--- src/rtl/vec_collect.sv ---
// Serializes a valid/ready element stream into COLS-wide vectors, padding short ones with max positive.
// Latency: out_valid rises on the edge that accepts the completing element; len_err is registered the same way.
// Backpressure: a fill buffer plus output register absorb one stall; in_ready drops only while a full vector waits.
module vec_collect #(
    parameter int COLS  = 1,
    parameter int WIDTH = 16
) (
    input  logic                     clk,
    input  logic                     rst_n,
    input  logic signed [WIDTH-1:0]  in_data,
    input  logic                     in_valid,
    output logic                     in_ready,
    input  logic                     in_last,
    output logic [COLS:1][WIDTH-1:0] out_vec,
    output logic                     out_valid,
    input  logic                     out_ready,
    output logic                     len_err
);

    localparam int CW = (COLS > 1) ? $clog2(COLS) : 1;
    localparam logic [CW-1:0]    CNT_LAST = CW'(COLS - 1);
    localparam logic [WIDTH-1:0] PAD      = {1'b0, {(WIDTH-1){1'b1}}};

    typedef enum logic {FILL, WAIT} state_t;

    state_t                   state, state_nxt;
    logic [CW-1:0]            cnt, cnt_nxt;
    logic [COLS:1][WIDTH-1:0] fill, fill_nxt, out_vec_nxt;
    logic                     accept, at_end, complete, xfer, out_free, load;
    logic                     out_valid_nxt, len_err_nxt;

    assign in_ready = rst_n && (state == FILL);

    always_comb begin
        accept   = in_valid && in_ready;
        at_end   = (cnt == CNT_LAST);
        complete = accept && (at_end || in_last);
        xfer     = out_valid && out_ready;
        out_free = !out_valid || out_ready;

        // Write the accepted element; a short vector pads every slot beyond it.
        fill_nxt = fill;
        for (int i = 1; i <= COLS; i++) begin
            if (accept && (int'(cnt) + 1 == i))
                fill_nxt[i] = in_data;
            else if (accept && in_last && (int'(cnt) + 1 < i))
                fill_nxt[i] = PAD;
        end

        if (complete)
            cnt_nxt = '0;
        else if (accept)
            cnt_nxt = cnt + CW'(1);
        else
            cnt_nxt = cnt;

        state_nxt   = state;
        load        = 1'b0;
        out_vec_nxt = out_vec;
        if (state == FILL) begin
            if (complete && out_free) begin
                load        = 1'b1;
                out_vec_nxt = fill_nxt;
            end else if (complete) begin
                state_nxt = WAIT;
            end
        end else begin
            if (xfer) begin
                load        = 1'b1;
                out_vec_nxt = fill;
                state_nxt   = FILL;
            end
        end

        out_valid_nxt = load ? 1'b1 : (xfer ? 1'b0 : out_valid);
        // Error when the last flag and the full count disagree.
        len_err_nxt   = complete && (at_end != in_last);
    end

    always_ff @(posedge clk or negedge rst_n) begin
        if (!rst_n)
            state <= FILL;
        else
            state <= state_nxt;
    end

    always_ff @(posedge clk or negedge rst_n) begin
        if (!rst_n) begin
            cnt       <= '0;
            fill      <= '0;
            out_vec   <= '0;
            out_valid <= 1'b0;
            len_err   <= 1'b0;
        end else begin
            cnt       <= cnt_nxt;
            fill      <= fill_nxt;
            out_vec   <= out_vec_nxt;
            out_valid <= out_valid_nxt;
            len_err   <= len_err_nxt;
        end
    end

endmodule

--- config.mk ---
export PLATFORM = sky130hd
export DESIGN_NAME = vec_collect
export DESIGN_NICKNAME = d
export VERILOG_FILES = /design/src/rtl/vec_collect.sv
export SDC_FILE = /design/constraint.sdc
export NUM_CORES = 1
export LEC_CHECK = 0
export ABC_AREA = 1
export CORE_ASPECT_RATIO = 1.75
export CORE_MARGIN = 3
export CORE_UTILIZATION = 39
export DETAILED_ROUTE_END_ITERATION = 7
export HOLD_SLACK_MARGIN = 0.05
export PLACE_DENSITY = 0.76
export SLEW_MARGIN = 20
export SYNTH_ARGS = -nofsm -noshare
export SYNTH_HDL_FRONTEND = slang
export SYNTH_SLANG_ARGS = --single-unit
--- constraint.sdc ---
create_clock -name clk -period 1.7 [get_ports clk]
set_input_delay 0.255 -clock clk [delete_from_list [all_inputs] [get_ports clk]]
set_output_delay 0.255 -clock clk [all_outputs]
set_load 0.1 [all_outputs]
After elaboration in Yosys (flattened, before gate mapping)
Index checks and enable logic that the tools add are counted.
Widths: inputs -> output; s select.
{"block": "totals", "ff_bits": 36, "input_bits": 21}
{"block": "op_classes", "reduce_logical": 16, "bitwise_logic": 2, "n_addsub": 2, "n_mux": 16, "n_lt_le_gt_ge": 1, "eq_ne": 3}
{"cell": "$mux 16", "count": 5}
{"cell": "$eq 32x2->1 const B", "count": 1}
{"cell": "$mux 1", "count": 11}
{"cell": "$logic_and 1x1->1", "count": 9}
{"cell": "$reduce_bool 2->1", "count": 3}
{"cell": "$add 1x1->2 const B", "count": 1}
{"cell": "$logic_or 1x1->1", "count": 2}
{"cell": "$lt 2x1->1 const B", "count": 1}
{"cell": "$ne 2x1->1 const B", "count": 1}
{"cell": "$not 1->1", "count": 2}
{"cell": "$reduce_and 2->1", "count": 1}
{"cell": "$add 1x1->1 const B", "count": 1}
{"cell": "$logic_not 1->1", "count": 1}
{"cell": "$ne 1x1->1", "count": 1}

Logic depth before layout (Yosys ltp)
Gate-level depths: netlist (run 1).
{"block": "logic_depth", "word_depth": 9, "mapped_depth": 8, "mapped_depth_nobuf": 7}

Worst setup path after synthesis (run 1)
OpenSTA, ideal clock, no wires.
{"block": "synth_path", "kind": "register -> register", "from": "reg out_valid", "to": "reg out_vec[0] (netlist name)", "arrival_time_ps": 1705, "n_path_buf": 1, "path_slack_ps": -125, "required_time_ps": 1579, "period_less_slack_ps": 1825, "setup_ps": 121, "stages_incl_launch_ff": 5, "path_cell_list": "dfrtp_1 nand3_2 clkbuf_1 nand3_1 nand2_1"}
{"block": "synth_between", "elab_chain_cells": 5}
{"item": "start: declaration", "line": "15", "text": "output logic out_valid,"}
{"item": "start signal: assignment", "line": "98", "text": "out_valid <= out_valid_nxt;"}
{"item": "$logic_not 1->1", "line": "39", "text": "out_free = !out_valid || out_ready;"}
{"item": "$logic_or 1x1->1", "line": "39"}
{"item": "$logic_and 1x1->1", "line": "61", "text": "if (complete && out_free) begin"}
{"item": "$reduce_bool 2->1 (no source line)"}
{"item": "$reduce_and 2->1 (no source line) *"}
{"item": "end signal: assignment", "line": "97", "text": "out_vec <= out_vec_nxt;"}
{"item": "end: declaration", "line": "14", "text": "output logic [COLS:1][WIDTH-1:0] out_vec,"}
Mark *: on every way between the ends. The rest lies on a longest branch, timed or not.
A chain may end at the register's enable or synchronous reset.

Worst setup path after layout (run 1)
{"block": "layout_path", "from": "reg state", "to": "out in_ready"}
{"block": "layout_between", "elab_chain_cells": 2}
{"item": "start: declaration", "line": "26", "text": "state_t state, state_nxt;"}
{"item": "start signal: assignment", "line": "84", "text": "state <= state_nxt;"}
{"item": "$not 1->1"}
{"item": "$logic_and 1x1->1", "line": "32", "text": "assign in_ready = rst_n && (state == FILL);"}
{"item": "end: declaration", "line": "12", "text": "output logic in_ready,"}
Every way passes these cells.

==> results of run 1 <==
## state kept, by name, indices dropped and copies added, names as in the netlist
name       count
len_err        1
cnt            1
out_vec       16
fill          16
out_valid      1
state          1
## layout make-up
class / count / area [sq um] / area share [%]
Sequential cell: 36 / 902 / 38.2
Timing Repair Buffer: 50 / 661 / 28.0
Multi-Input combinational cell: 112 / 641 / 27.1
Clock buffer: 6 / 72.6 / 3.07
Tap cell: 48 / 60.1 / 2.54
Inverter: 6 / 22.5 / 0.953
Clock inverter: 1 / 5.00 / 0.212
## worst paths after layout
kind,startpoint,endpoint
min in group asynchronous,rst_n,out_vec[12]$_DFFE_PN0P_
worst min register to register,fill[4]$_DFF_PN0_,fill[4]$_DFF_PN0_
max in group asynchronous,rst_n,out_valid$_DFFE_PN0P_
worst min-delay path,fill[4]$_DFF_PN0_,fill[4]$_DFF_PN0_
worst max register to register,state$_DFF_PN0_,out_vec[3]$_DFFE_PN0P_
worst max-delay path,state$_DFF_PN0_,in_ready
## cell families after synthesis
kind of cell               after synthesis
AOI/OAI and AO/OA                        2
adders and majority gates                1
buffers and inverters                   15
DFF                                     36
and+or+nand+nor                        109
## metal layers
layer / share of wire [%] / routed length [um] / vias up
met3: 4.1 / 152 / 5
met4: 1.5 / 55 / 0
met5: 0 / 0 / -
met2: 55 / 2020 / 24
li1: - / - / 629
met1: 40 / 1480 / 607
## synth_stat cells, types with 2 or more instances
library cell  count
buf_12            2
nand3_1          17
dfrtp_1          36
o21ai_1           2
nand2_2          18
nand4_1           9
buf_6             3
nand2_1          51
inv_1             5
nand3_2           2
nand4_2           7
## through the flow
step / setup slack, ps / area [sq um] / util (%)
after global placement: 82.2 / 2280 / 56.7
after detailed placement: 54.5 / 2280 / 56.7
after floorplan: 214 / 1670 / -
final: 93.6 / 2360 / 58.8
after global routing: 16.2 / 2360 / 58.8
after CTS: 83.9 / 2360 / 58.8
## worst min-delay path, stage by stage (launching register included)
cell and delay [ps]:
dfrtp_1 320, nand2_1 50, nand2_1 70
## power by group
part / internal, uW / switching, uW / leakage, uW / total (uW)
clock: 278 / 286 / 0.0000410 / 565
combinational: 999 / 1890 / 0.000636 / 2890
sequential: 1160 / 273 / 0.000454 / 1440
==> flow_summary.ini, run 1 <==
[status]
status = complete, no violations

[global_routing]
top_usage_layer = met2
grt_max_degree = 37
grt_pass1_vias = 1423
use_met1_pct = 18.9
track_usage_pct = 16.4
grt_antenna_before_repair = 0
grt_use_met2_pct = 29.4
gr-total-overflow = 0
grtUsageMet3_pct = 3.49
grt_pass1_wl_mm = 6.64

[timing]
fmaxAchievable_mhz = 623
slew_headroom_pct = 69.9
fin_crit_sh_pct = 94.5
worst_slew_pin_slew_ps = 452
final.setup_skew_ps = 6.60
holdWs_ps = 476
rsz0062_at_grt = false
finalSetupViolCount = 0
hold_viol = 0
layout_min_cycle_time_ps = 1610
drv_slew = 0
setup-tns-final_ps = 0

[detailed_routing]
drc = 0
routed_wl_mm = 3.71
wl_per_cell_um = 14.3
via_count = 1265
antenna_left = 0
drtIter0Drc = 25
vias_per_cell = 4.88
drtPass1Iterations = 3

[cts]
cts_buffers = 5
cts_setup_buffers = 0
h-tree-depth = 2
cts_sinks = 36
cts.repair.resized = 0
cts.clk_slew.worst_paths_ps = 70
clockBufferDepth = 2
insertion_delay_ps = 280
cts_tree = yes
hold_buffers = 1
root_buffer = clkbuf_8

[layout]
diodes = 0
layout_common_cells = 51 x nand2_1, 35 x dfrtp_1, 19 x clkdlybuf4s50_1, 19 x buf_12, 18 x nand2_2
final_common_cell = nand2_1
layout.cells.non_filler = 259
fin_nets = 233
syn_to_final_growth_pct = 41.6
drive_gt1_share_pct = 32.7
fillCellCount = 330

[place]
port_buffers = 39
place_inst = 251
gp_congestion = 0.824
hpwl_mm = 2.65

[floorplan]
io_pins = 40
rows = 30
fp.dieH_um = 92.5
start_util_pct = 41.6
fp.dieW_um = 55.5
core_area_sq_um = 4020
dieArea_sq_um = 5130

[synthesis]
ys_warn_count = 0
ys_top_cells_by_area = dfrtp_1 54%, nand2_1 11%, nand2_2 6.7%, nand4_2 5.2%, nand3_1 5.1%
yosysSeqAreaShare_pct = 54.0
synthAdderAreaFrac_pct = 0.750
synth_compound_area_share_pct = 0.600
synth-simple-area-share_pct = 37.0
synth-seq-cells = 36
yosys.area.top_type_share_pct = 54.0
yosys.area.top_type = dfrtp_1
ys.flop_type = dfrtp_1
synthMuxAreaShare_pct = 0
synthCells = 163
synth.avg_cell_area_sq_um = 10.2
synth_edf_count = 0
synth_top_family_by_area = simple AND/OR/NAND/NOR gates
synth-xor-area-share_pct = 0
ys_types = 22
async_reset_ff_share_pct = 100
syn-num-nets = 185
syn-cell-area_sq_um = 1670

[pwr]
p_leak_uw = 0.00113
ir_worst_vdd_mv = 1.68
power_density_nw_per_um2 = 2070
total_power_uw = 4890

[critical_path]
worstSetupPathType = register to primary output
cp_cell_sequence = nor2_4, buf_4, buf_12
path_delay_family = flip-flops
cpMaxStageDelayCell = dfrtp_1
arrival_ps = 1350
critical_path.max_stage_delay_ps = 430
r2r_cells = 6
worstPathRequired_ps = 1440
path_buf_inv = 2
r2r_setup_slack_ps = 360
path_depth = 3
worstSetupStartpointType = register
cp_max_fo = 9
end_kind = primary output

[worst_hold_path]
min_path_cells = 2
hold_class = register to register

[job]
drv_cap = 0
Power figures use the tool's default switching activity.
==> inputs of run 2 (changes only) <==
CAP_MARGIN = 5   (was not set)
clock period = 1.53 ns   (was 1.7 ns; I/O delays follow)
==> run 2 against run 1 <==
  * Clock skew increased by 2.6 ps
  * Non-clock buffer count up 3
  * Sequential share of layout area down 0.89 points
  * Critical endpoint unchanged
  * Cell count is 1.5% higher
  * Sequential power rose by 10%
  * Largest cell class unchanged
==> flow_summary.ini, run 2 (synthesized netlist as in run 1, its figures left out) <==
[cts]
insertion_delay_ps = 280
h-tree-depth = 2
cts.clk_slew.worst_paths_ps = 70
root_buffer = clkbuf_8
clockBufferDepth = 2
cts_sinks = 36
cts_tree = yes
cts_buffers = 5

[detailed_routing]
via_count = 1309
vias_per_cell = 4.98
drc = 0
antenna_left = 0
routed_wl_mm = 3.76
drtPass1Iterations = 4
drtIter0Drc = 46
wl_per_cell_um = 14.3

[pwr]
pwr-share-comb_pct = 57.4
swShare_pct = 48.6
ir_worst_vdd_mv = 2.10
p_switching_uw = 2740
power_density_nw_per_um2 = 2330
seqPwrFrac_pct = 28.3
p_leak_uw = 0.00116
p_int_uw = 2900
power.share.clock_pct = 14.3

[critical_path]
path_buf_inv = 2
worstSetupPathType = register to primary output
worstSetupStartpointType = register
worstPathRequired_ps = 1300
path_delay_family = flip-flops
cpMaxStageDelayCell = dfrtp_1
critical_path.max_stage_delay_ps = 440
cp_max_fo = 9
end_kind = primary output
arrival_ps = 1190
cp_cell_sequence = nor2_4, buf_6, buf_12

[layout]
utilization_pct = 60.2
layout_common_cells = 51 x nand2_1, 35 x dfrtp_1, 19 x clkdlybuf4s50_1, 19 x buf_12, 18 x nand2_2
final_common_cell = nand2_1
drive_gt1_share_pct = 34.0
top_regs = fill (16), out_vec (16)
fin_nets = 236
fillCellCount = 320
diodes = 0
syn_to_final_growth_pct = 45.0

[global_routing]
track_usage_pct = 16.7
grt_max_degree = 37
gr-total-overflow = 0
grt_pass1_wl_mm = 6.60
grt_pass1_vias = 1416
grt_antenna_before_repair = 0

[timing]
layout_min_cycle_time_ps = 1420
hold_viol = 0
rsz0062_at_grt = false
worst_slew_pin_slew_ps = 457
fin_crit_sh_pct = 92.8
final.setup_skew_ps = 9.22
fin_ws_ps = 111
drv_slew = 0
slew_headroom_pct = 69.5
finalSetupViolCount = 0
fmaxAchievable_mhz = 705

[floorplan]
start_util_pct = 41.6
fp.dieW_um = 55.5
rows = 30
core_area_sq_um = 4020
io_pins = 40
dieArea_sq_um = 5130
fp.dieH_um = 92.5

[place]
hpwl_mm = 2.65
pre_cts_ws_ps = -105
gp_congestion = 0.824
port_buffers = 39

[job]
drv_cap = 0

[worst_hold_path]
hold_class = register to register

[status]
status = complete, no violations
## run 2: changes by cell type in the layout (fill, tap and decap cells not counted)
cell and delta:
buf_6 +1, bufinv_16 +1, buf_4 +2
## run 2: layer usage
metal / wire [um] / share of wire [%] / vias to the layer above / GRT usage (%)
met5: 0 / 0 / - / 0
met4: 91 / 2.4 / 0 / 6.90
met3: 160 / 4.3 / 6 / 4.60
met2: 2100 / 56 / 28 / 30.2
met1: 1410 / 37 / 636 / 17.9
li1: - / - / 639 / -
## run 2: stage by stage
stage	hold WS, ps	std cells	area, sq um	total power, uW	TNS, ps
after floorplan	-66.1	163	1670	3600	0
after global placement	323	253	2290	4810	-637
after detailed placement	317	253	2290	4850	-1170
after CTS	476	263	2420	5680	0
after global routing	489	263	2420	5870	0
final	472	263	2420	5630	0
## run 2: final cells by class
| cell class | instances | area (sq um) | area share (%) |
|---|---|---|---|
| Multi-Input combinational cell | 112 | 641 | 26.5 |
| Sequential cell | 36 | 902 | 37.3 |
| Clock inverter | 2 | 35.0 | 1.45 |
| Clock buffer | 6 | 72.6 | 3.00 |
| Tap cell | 48 | 60.1 | 2.48 |
| Inverter | 6 | 22.5 | 0.931 |
| Timing Repair Buffer | 53 | 687 | 28.4 |
## run 2: tightest hold or removal path: stages, from the launching register on
cell and delay (ps):
dfrtp_1 340, nand2_2 50, nand2_2 50
## run 2: worst paths after layout
| kind | startpoint | endpoint | slack (ps) | cells after the start |
|---|---|---|---|---|
| min in group asynchronous | rst_n | out_vec[12]$_DFFE_PN0P_ | 550 | 3 |
| hold / removal | fill[13]$_DFF_PN0_ | fill[13]$_DFF_PN0_ | 470 | 2 |
| setup / recovery | state$_DFF_PN0_ | in_ready | 110 | 3 |
| setup reg to reg | state$_DFF_PN0_ | out_vec[3]$_DFFE_PN0P_ | 140 | 7 |
| max in group asynchronous | rst_n | out_valid$_DFFE_PN0P_ | 620 | 3 |
| hold reg to reg | fill[13]$_DFF_PN0_ | fill[13]$_DFF_PN0_ | 470 | 2 |
## run 2: power by group through the flow
stage	combinational [uW]	sequential [uW]	clock, uW
6_report	3230	1590	808
5_1_grt	3370	1630	868
4_1_cts	3250	1600	825
3_5_place_dp	3230	1610	0
3_3_place_gp	3200	1610	0
2_1_floorplan	585	3010	0
## run 2: what timing repair did
item | CTS | global route
endpoints found under the hold margin | 36 | 0
resized for setup | 1 | 0
hold buffers | 1 | 0
setup endpoints to repair | 1 | 0
setup buffers | 1 | 0
==> inputs of run 3 (changes only) <==
CTS_CLUSTER_DIAMETER = 40   (was not set)
HOLD_SLACK_MARGIN = 0.02   (was 0.05)
==> results of run 3 <==
The final DEF is identical to that of run 2; final timing and power are the same.
